$ cat src/rtl/cnn_window_gen.sv
// Streaming KX x KY sliding-window generator (stride 1, no padding) feeding the
// CNN core's input feature-map bus; one window per accepted pixel once filled.
module cnn_window_gen #(
  parameter int CI     = 1,
  parameter int KX     = 3,
  parameter int KY     = 3,
  parameter int I_F_BW = 8,
  parameter int IX     = 28,
  parameter int IY     = 28
) (
  input  logic                          clk,
  input  logic                          reset,
  input  logic                          i_in_valid,
  input  logic [CI*I_F_BW-1:0]          i_in_pixel,
  output logic                          o_ot_valid,
  output logic [CI*KX*KY*I_F_BW-1:0]    o_ot_fmap,
  output logic                          o_ot_last,
  output logic                          o_frame_done
);

  localparam int PW  = CI * I_F_BW;
  localparam int FW  = PW * KX * KY;
  localparam int CW  = (IX > 1) ? $clog2(IX) : 1;
  localparam int RW  = (IY > 1) ? $clog2(IY) : 1;
  localparam int NLB = (KY > 1) ? KY - 1 : 1;

  localparam logic [CW-1:0] COL_LAST = CW'(IX - 1);
  localparam logic [RW-1:0] ROW_LAST = RW'(IY - 1);
  localparam logic [CW-1:0] COL_MIN  = CW'(KX - 1);
  localparam logic [RW-1:0] ROW_MIN  = RW'(KY - 1);

  logic          accept;
  logic [CW-1:0] col_q, col_d;
  logic [RW-1:0] row_q, row_d;
  logic          valid_q, valid_d;
  logic          last_q, last_d;
  logic          done_q, done_d;
  logic [FW-1:0] fmap_q, fmap_d;

  logic [PW-1:0] win_q [KY][KX];
  logic [PW-1:0] win_d [KY][KX];
  logic [PW-1:0] lb_rd [NLB];

  // A pixel offered in the same cycle as reset is dropped, so it must not
  // touch the line buffers or the window either.
  always_comb begin
    accept = i_in_valid & ~reset;
  end

  // Cascaded row stores: each stage takes the previous stage's old entry at
  // the same column, so stage k holds the row k+1 above the current one.
  for (genvar k = 0; k < NLB; k++) begin : g_lb
    logic [PW-1:0] mem_q [IX];
    logic [PW-1:0] wdata;

    if (k == 0) begin : g_head
      assign wdata = i_in_pixel;
    end else begin : g_tail
      assign wdata = lb_rd[k-1];
    end

    always_ff @(posedge clk) begin
      if (accept) begin
        mem_q[col_q] <= wdata;
      end
    end

    assign lb_rd[k] = mem_q[col_q];
  end

  always_comb begin
    col_d = col_q;
    row_d = row_q;
    if (accept) begin
      if (col_q == COL_LAST) begin
        col_d = '0;
        row_d = (row_q == ROW_LAST) ? '0 : row_q + 1'b1;
      end else begin
        col_d = col_q + 1'b1;
      end
    end
  end

  always_comb begin
    win_d = win_q;
    if (accept) begin
      for (int unsigned ky = 0; ky < KY; ky++) begin
        for (int unsigned kx = 0; kx + 1 < KX; kx++) begin
          win_d[ky][kx] = win_q[ky][kx+1];
        end
      end
      win_d[KY-1][KX-1] = i_in_pixel;
      for (int unsigned k = 1; k < KY; k++) begin
        win_d[KY-1-k][KX-1] = lb_rd[k-1];
      end
    end
  end

  // The emitted vector is packed from win_d so the window completed by the
  // accepting pixel appears one cycle later without an extra register stage.
  always_comb begin
    valid_d = accept && (row_q >= ROW_MIN) && (col_q >= COL_MIN);
    last_d  = accept && (row_q == ROW_LAST) && (col_q == COL_LAST);
    done_d  = last_d;
    fmap_d  = fmap_q;
    if (valid_d) begin
      for (int unsigned c = 0; c < CI; c++) begin
        for (int unsigned ky = 0; ky < KY; ky++) begin
          for (int unsigned kx = 0; kx < KX; kx++) begin
            fmap_d[((c*KY + ky)*KX + kx)*I_F_BW +: I_F_BW] =
              win_d[ky][kx][c*I_F_BW +: I_F_BW];
          end
        end
      end
    end
  end

  always_ff @(posedge clk) begin
    if (reset) begin
      col_q   <= '0;
      row_q   <= '0;
      valid_q <= 1'b0;
      last_q  <= 1'b0;
      done_q  <= 1'b0;
      fmap_q  <= '0;
    end else begin
      col_q   <= col_d;
      row_q   <= row_d;
      valid_q <= valid_d;
      last_q  <= last_d;
      done_q  <= done_d;
      fmap_q  <= fmap_d;
    end
  end

  always_ff @(posedge clk) begin
    win_q <= win_d;
  end

  always_comb begin
    o_ot_valid   = valid_q;
    o_ot_last    = last_q;
    o_frame_done = done_q;
    o_ot_fmap    = fmap_q;
  end

endmodule

$ cat config.mk
export PLATFORM = sky130hd
export DESIGN_NAME = cnn_window_gen
export DESIGN_NICKNAME = d
export VERILOG_FILES = /design/src/rtl/cnn_window_gen.sv
export SDC_FILE = /design/constraint.sdc
export NUM_CORES = 1
export LEC_CHECK = 0
export BUFFER_PORTS_ARGS = -buffer_cell sky130_fd_sc_hd__buf_2
export CORE_MARGIN = 3
export CORE_UTILIZATION = 54
export DETAILED_ROUTE_END_ITERATION = 7
export PLACE_DENSITY = 0.71
export SLEW_MARGIN = 20
export SYNTH_ARGS = -nofsm -noshare
export SYNTH_HDL_FRONTEND = slang
export SYNTH_SLANG_ARGS = --single-unit
$ cat constraint.sdc
create_clock -name clk -period 5.3 [get_ports clk]
set_input_delay 0.265 -clock clk [delete_from_list [all_inputs] [get_ports clk]]
set_output_delay 0.265 -clock clk [all_outputs]
set_load 0.05 [all_outputs]
Word-level counts from Yosys, hierarchy flattened

Memories as Yosys holds them, arrays and structs flattened. A register that Yosys moved wholly into a read port is not among the register bits.
Cells that the tools add are included.

Register bits: 156
Memory bits (writable): 448
Input bits: 11
Output and inout port bits: 75
Logic and storage cells: 38
Memories: 2

$add $sub $neg: 2
Magnitude comparators: 2
Equality and inequality tests: 2
Mux-type cells: 9
Bitwise logic cells: 2
Reduce and logical (&&, ||, !) cells: 5

Memory list:

| memory        | depth | width | rd ports | clocked after memory_dff | wr ports | RTL line | text |
|---|---|---|---|---|---|---|---|
| g_lb[0].mem_q | 28    | 8     | 1        | 1                        | 1        | 53       | `logic [PW-1:0] mem_q [IX];` |
| g_lb[1].mem_q | 28    | 8     | 1        | 1                        | 1        | 53       |  |

Operator list:

| operator              | count |
|---|---|
| $mux W72              | 1 |
| $mux W5               | 6 |
| $add A5 B1 Y5 const B | 2 |
| $eq A5 B5 Y1 const B  | 2 |
| $ge A5 B2 Y1 const B  | 2 |
| $logic_and A1 B1 Y1   | 4 |
| $mux W1               | 2 |
| $reduce_and A2 Y1     | 1 |
| $and A1 B1 Y1         | 1 |
| $not A1 Y1            | 1 |

Depth between registers and ports, before layout

Gate-level depths: netlist of run 1.

Depth after elaboration: 4
Depth in mapped cells: 9
Mapped depth without buffers: 7

Least setup slack after synthesis of run 1

Ideal clock, no wire load.

Path type: register to register
Start: register (tool-made name)
End: memory g_lb[1].mem_q[0][3] (netlist bit) (data pin)
Setup time: 0.476 ns
Data arrival time: 2.623 ns
Data required time: 4.824 ns
Slack: 2.202 ns
Stages on the path, launching flop included: 7
Path buffers: 2
Clock period less this slack: 3.098 ns
Cells stage by stage: dfxtp_1 buf_2 buf_4 nor2_1 a221oi_1 o21ai_1 a311oi_1

RTL lines:

| element   | RTL line |
|---|---|
| to (decl) | 53 |

==> results of run 1 <==
-- layout make-up --
| class | count | area share |
|---|---|---|
| clock inverters | 18 | 0.00413 |
| inverters | 15 | 0.00219 |
| well taps | 532 | 0.0259 |
| multi-input cells | 814 | 0.226 |
| repair buffers | 124 | 0.0285 |
| clock buffers | 87 | 0.0646 |
| flip-flops and latches | 609 | 0.648 |
-- per-stage QoR --
step           instances  hold WS [ns]  worst slack [ns]
2_1_floorplan       1528         0.364              2.20
3_3_place_gp        2093         0.426              2.08
3_5_place_dp        2093         0.433              1.97
4_1_cts             2198        0.0690              1.90
5_1_grt             2199        0.0965              1.60
6_report            2199        0.0980              1.84
-- synth_stat cells (2+ instances only) --
cell type  instances  share of area
a221oi_1           3         0.0011
clkbuf_1          41         0.0067
edfxtp_1         448           0.59
dfxtp_1          161           0.14
nor3_1             2        0.00044
a21oi_1           30         0.0065
buf_4             13         0.0042
inv_1             15         0.0025
mux4_2            28          0.027
a211oi_1           9         0.0029
a211oi_2           2         0.0011
nand2_1          202          0.033
nand4_1            5         0.0014
or2_2              4         0.0011
o22ai_1            7         0.0019
a22oi_1           62          0.020
o21ai_0           18         0.0039
a21o_1             3        0.00098
xor2_1             2        0.00076
mux2i_1          168          0.073
mux2_2             9         0.0044
ha_1               6         0.0033
nor2_2             2        0.00054
or3b_1             3         0.0011
o221ai_1           9         0.0034
and2_1             3        0.00082
o31ai_1            6         0.0020
xnor2_1            2        0.00076
buf_1              3        0.00049
a311oi_1          59          0.023
a22o_1             6         0.0023
buf_6              4         0.0020
buf_2             29         0.0063
nand2b_1           7         0.0019
nand3b_1           3        0.00098
nor2_1           115          0.019
nor2b_1           10         0.0027
nand3_1           13         0.0028
o211a_1            7         0.0031
-- sequential cells by signal, summed over array words and instances, names as in the netlist, named ones only --
name / cells
o_frame_done: 1
g_lb.mem_q: 448
win_q: 72
o_ot_valid: 1
o_ot_fmap: 72
col_q: 5
row_q: 5
-- power breakdown --
group	leakage (nW)	switching [mW]	internal, mW	total [mW]
Sequential	5.35	0.0687	5.27	5.33
Combinational	2.47	0.339	0.163	0.502
Clock	0.872	1.71	2.16	3.87
-- how the worst max path moves through the flow --
| stage | from | to | slack (ns) | depth (start not counted) |
|---|---|---|---|---|
| detailed placement | flip-flop | g_lb[1].mem_q[5][5] | 1.97 | 6 |
| CTS | flip-flop | g_lb[1].mem_q[1][4] | 1.90 | 6 |
| floorplan | flip-flop | g_lb[1].mem_q[0][3] | 2.20 | 6 |
| global route | flip-flop | g_lb[1].mem_q[4][4] | 1.60 | 6 |
| global placement | flip-flop | g_lb[1].mem_q[25][3] | 2.08 | 4 |
| finish | flip-flop | g_lb[1].mem_q[1][4] | 1.84 | 6 |
-- worst max-delay path, delay by kind of cell (launching register included) --
family	cells	cell delay, ns
AOI/OAI and AO/OA	2	0.46
buffers and inverters	2	0.84
DFF	1	0.77
and+or+nand+nor	2	0.94
-- routing by layer --
| layer | share of wire | GRT usage |
|---|---|---|
| met1 | 0.40 | 0.333 |
| met2 | 0.48 | 0.393 |
| met3 | 0.084 | 0.0587 |
| met4 | 0.035 | 0.0906 |
| met5 | 0 | 0 |
-- cells by family (layout without fill, tap and decap cells) --
logic type | after synthesis | in the layout | synth area share
XOR/XNOR | 4 | 4 | 0.00153
buffers and inverters | 105 | 244 | 0.0222
AO/OA/AOI/OAI | 224 | 224 | 0.0738
AND/OR/NAND/NOR | 375 | 375 | 0.0679
multiplexers | 205 | 205 | 0.105
adder cells (fa/ha/maj) | 6 | 6 | 0.00327
flip-flops | 609 | 609 | 0.726
==> impl_metrics.env, run 1 <==
export IMPL_cts_sinks=609
export IMPL_seqCellArea_um2=16700
export IMPL_area_growth_pct=12.1
export IMPL_stdcell_area_um2=25700
export IMPL_gp_congestion=0.923
export IMPL_cts_tree="built"
export IMPL_die_h_um=212
export IMPL_portBuffers=85
export IMPL_antennaDiodeCount=0
export IMPL_dpl_cell_area_um2=24000
export IMPL_fmax_ghz=0.289
export IMPL_post_cts_resized=0
export IMPL_p_per_area_nw_per_um2=377
export IMPL_ys_warn_count=0
export IMPL_clk_latency_ns=0.62
export IMPL_grt_pass1_wl_um=81900
export IMPL_crit_required_ns=5.50
export IMPL_grt_use_total=0.246
export IMPL_synth_avg_cell_area_um2=15.0
export IMPL_ys_ff_latch=609
export IMPL_tightest_slew_ns=1.11
export IMPL_rsz0062_at_grt="false"
export IMPL_core_area_um2=41400
export IMPL_wl_per_cell_um=25.2
export IMPL_hold_end="win_q[14]"
export IMPL_rr_endpoint="g_lb[1].mem_q[1][4]"
export IMPL_status="finished clean"
export IMPL_place_hpwl_um=33800
export IMPL_postCtsHoldBufs=0
export IMPL_worstSetupPathType="flip-flop to flip-flop"
export IMPL_grt_pass1_vias=13100
export IMPL_ys_flop_type="edfxtp_1"
export IMPL_fin_util=0.622
export IMPL_slowest_delay_ns=0.79
export IMPL_synth_cell_types=48
export IMPL_finalMaxSlewViolations=0
export IMPL_relSlewSlack=0.255
export IMPL_grt_max_degree=77
export IMPL_finalSetupViolCount=0
export IMPL_synth_seq_area_share=0.726
export IMPL_r2r_setup_slack_ns=1.84
export IMPL_post_synth_instance_area_um2=23000
export IMPL_initial_core_util=0.555
export IMPL_antenna_found_initial=0
export IMPL_cp_slowest_cell="nor2b_1"
export IMPL_syn_nets=1545
export IMPL_crit_fanout=28
export IMPL_peakVddDrop_v=0.000300
export IMPL_post_cts_buffers=0
export IMPL_dieArea_um2=45000
export IMPL_fin_tns_setup_ns=0
export IMPL_hold_viol=0
export IMPL_synth_enable_flop_cells=448
export IMPL_syn_inst=1528
export IMPL_finalNetCount=1640
export IMPL_grt_overflow=0
export IMPL_dr_first_iter_drc_count=1445
export IMPL_first_pass_iters=5
export IMPL_hold_path_cell_count=4
export IMPL_cts_buffers=59
export IMPL_remaining_drc_errors=0
export IMPL_multi_input_comb_area_um2=5830
export IMPL_layout_filler_cells=2999
export IMPL_die_w_um=212
export IMPL_cp_end_kind="flip-flop"
export IMPL_cp_arrival_ns=3.66
export IMPL_worstRegToRegCells=6
export IMPL_async_reset_ff_frac=0
export IMPL_period_needed_ns=3.46
export IMPL_clk_path_buf_depth=3
export IMPL_cap_violations=0
export IMPL_p_leak_nw=8.69
export IMPL_ios=86
export IMPL_hp_start="reset"
export IMPL_routed_via_density=6.09
export IMPL_cp_cell_sequence="buf_4 -> nor2b_1 -> a22oi_1 -> nand3_1 -> o211a_1 -> inv_1"
export IMPL_htreeDepth=2
export IMPL_fin_crit_sh=0.653
export IMPL_clock_skew_ns=0.0266
export IMPL_drt_total_wl_um=55400
export IMPL_drive_above_1_share=0.158
export IMPL_clk_pin_slew_ns=0.06
export IMPL_cts_root_buf="clkbuf_16"
export IMPL_layout_common_cells="edfxtp_1, nand2_1, mux2i_1"
export IMPL_ant_nets=0
export IMPL_vias=13400
export IMPL_finalPower_mw=9.70
export IMPL_hp_class="input port to flip-flop"
export IMPL_final_common_cell="edfxtp_1"
export IMPL_start_kind="flip-flop"
export IMPL_row_count=74
Note: power is estimated with default switching activity, not from simulation.
==> run 2: changes to the inputs <==
--- a/config.mk
+++ b/config.mk
@@ -9,7 +9,7 @@
 export CORE_MARGIN = 3
 export CORE_UTILIZATION = 54
 export DETAILED_ROUTE_END_ITERATION = 7
-export PLACE_DENSITY = 0.71
+export PLACE_DENSITY = 0.74
 export SLEW_MARGIN = 20
 export SYNTH_ARGS = -nofsm -noshare
 export SYNTH_HDL_FRONTEND = slang
==> constraint.sdc (replaced) <==
create_clock -name clk -period 2.91 [get_ports clk]
set_input_delay 0.1455 -clock clk [delete_from_list [all_inputs] [get_ports clk]]
set_output_delay 0.1455 -clock clk [all_outputs]
set_load 0.05 [all_outputs]
==> run 2 against run 1 <==
Final cell count rose by 3.2%. Clock skew decreased by 0.00078 ns. Non-clock buffer count rose by 72. Register-to-register slack got worse by 1.6 ns. Utilization is 1.7 points higher. Final area increased by 2.7%. Sequential power increased by 82%. Sequential share of layout area down 1.7 points. Fmax increased by 30%. Critical path type unchanged. Critical endpoint is now g_lb[1].mem_q[17][2].
==> impl_metrics.env, run 2 (same netlist as run 1, synthesis figures left out) <==
export IMPL_htreeDepth=2
export IMPL_slowest_delay_ns=0.65
export IMPL_gp_congestion=0.881
export IMPL_first_pass_iters=7
export IMPL_largest_register="g_lb.mem_q"
export IMPL_cp_arrival_ns=2.98
export IMPL_status="finished clean"
export IMPL_grt_overflow=0
export IMPL_cp_end_kind="flip-flop"
export IMPL_post_cts_buffers=0
export IMPL_cpMostUsedCell="buf_4"
export IMPL_hold_viol=0
export IMPL_fin_tns_setup_ns=0
export IMPL_core_area_um2=41400
export IMPL_dp_cells=2163
export IMPL_drt_total_wl_um=55100
export IMPL_die_h_um=212
export IMPL_cts_root_buf="clkbuf_16"
export IMPL_peakVddDrop_v=0.000485
export IMPL_cp_cell_sequence="buf_4 -> nor2b_1 -> buf_4 -> a22oi_1 -> a21oi_1 -> o211a_1 -> inv_1"
export IMPL_cp_slowest_cell="dfxtp_2"
export IMPL_clk_path_buf_depth=3
export IMPL_area_growth_pct=15.0
export IMPL_grt_pass1_vias=13600
export IMPL_crit_required_ns=3.23
export IMPL_finalNetCount=1711
export IMPL_fmax_ghz=0.376
export IMPL_post_cts_resized=0
export IMPL_vias=13700
export IMPL_tightest_slew_ns=0.832
export IMPL_ios=86
export IMPL_largest_register_ffs=448
export IMPL_grt_use_total=0.246
export IMPL_finalMaxSlewViolations=0
export IMPL_wl_per_cell_um=24.3
export IMPL_crit_fanout=28
export IMPL_layout_common_cells="edfxtp_1, nand2_1, mux2i_1"
export IMPL_pre_cts_ws_ns=0.311
export IMPL_die_w_um=212
export IMPL_dieArea_um2=45000
export IMPL_clock_skew_ns=0.0258
export IMPL_layout_filler_cells=2891
export IMPL_hold_path_cell_count=1
export IMPL_p_per_area_nw_per_um2=680
export IMPL_grt_pass1_wl_um=82800
export IMPL_timing_final_ws_setup_ns=0.250
export IMPL_period_needed_ns=2.66
export IMPL_relSlewSlack=0.445
export IMPL_initial_core_util=0.555
export IMPL_start_kind="flip-flop"
export IMPL_clk_latency_ns=0.63
export IMPL_grt_max_degree=73
export IMPL_cts_buffers=58
export IMPL_fin_crit_sh=0.914
export IMPL_antenna_found_initial=1
export IMPL_fin_util=0.638
export IMPL_place_hpwl_um=35800
export IMPL_rsz0062_at_grt="false"
export IMPL_worstRegToRegCells=7
export IMPL_hp_class="input port to flip-flop"
export IMPL_dr_first_iter_drc_count=1641
export IMPL_cts_tree="built"
export IMPL_ant_nets=0
export IMPL_final_common_cell="edfxtp_1"
export IMPL_p_leak_nw=9.11
export IMPL_remaining_drc_errors=0
export IMPL_drive_above_1_share=0.192
export IMPL_clk_pin_slew_ns=0.06
export IMPL_final_cell_count_no_fill=2270
export IMPL_finalSetupViolCount=0
export IMPL_worstSetupPathType="flip-flop to flip-flop"
export IMPL_cap_violations=0
export IMPL_row_count=74
export IMPL_cts_sinks=609
export IMPL_routed_via_density=6.02
export IMPL_portBuffers=85
run 2: worst paths after layout:
path	startpoint	slack (ns)	endpoint
setup / recovery	flip-flop	0.25	g_lb[1].mem_q[17][2]
hold / removal	i_in_pixel[1]	0.07	g_lb[0].mem_q[15][1]
setup reg to reg	flip-flop	0.25	g_lb[1].mem_q[17][2]
hold reg to reg	win_q[70]	0.45	win_q[70]
run 2: area by class of cell:
class / instances / area [µm²] / share of cell area
antenna: 1 / 2.50 / 0.0000947
clock buffer: 68 / 1530 / 0.0579
clock inverter: 35 / 300 / 0.0114
inverter: 15 / 56.3 / 0.00213
multi-input combinational: 814 / 5810 / 0.220
sequential: 609 / 16700 / 0.632
tap: 532 / 666 / 0.0252
timing repair buffer: 196 / 1370 / 0.0517
run 2: power breakdown:
part           total [mW]  internal [mW]  switching (mW)  leakage [nW]
Combinational        1.02          0.363           0.660          2.86
Sequential           9.69           9.59           0.106          5.35
Clock                7.25           4.03            3.22         0.898
run 2: worst max-delay path: cells and delay by family (launching register included):
family / cells / cell delay [ns]
flip-flops: 1 / 0.65
AND/OR/NAND/NOR: 1 / 0.06
AO/OA/AOI/OAI: 3 / 0.66
buffers and inverters: 3 / 0.97
run 2: through the flow:
step | hold WS, ns | instance area [µm²] | power, mW
final | 0.0663 | 26400 | 18.0
after global routing | 0.0845 | 26400 | 18.5
after CTS | 0.0548 | 26400 | 18.1
after detailed placement | 0.436 | 24600 | 10.9
after global placement | 0.427 | 24600 | 10.8
after floorplan | 0.244 | 23000 | 10.5
run 2: what timing repair did:
| item | in CTS | in global routing |
|---|---|---|
| hold endpoints to repair | 10 | 0 |
| endpoints found under the setup margin | 0 | 0 |
| hold buffers | 3 | 0 |
run 2: routing by layer:
layer | vias to the layer above | global-route usage | wire [µm]
met5 | - | 0 | 13
met2 | 556 | 0.400 | 26700
met1 | 6842 | 0.332 | 21900
li1 | 6138 | - | -
met3 | 125 | 0.0418 | 4130
met4 | 2 | 0.103 | 2300
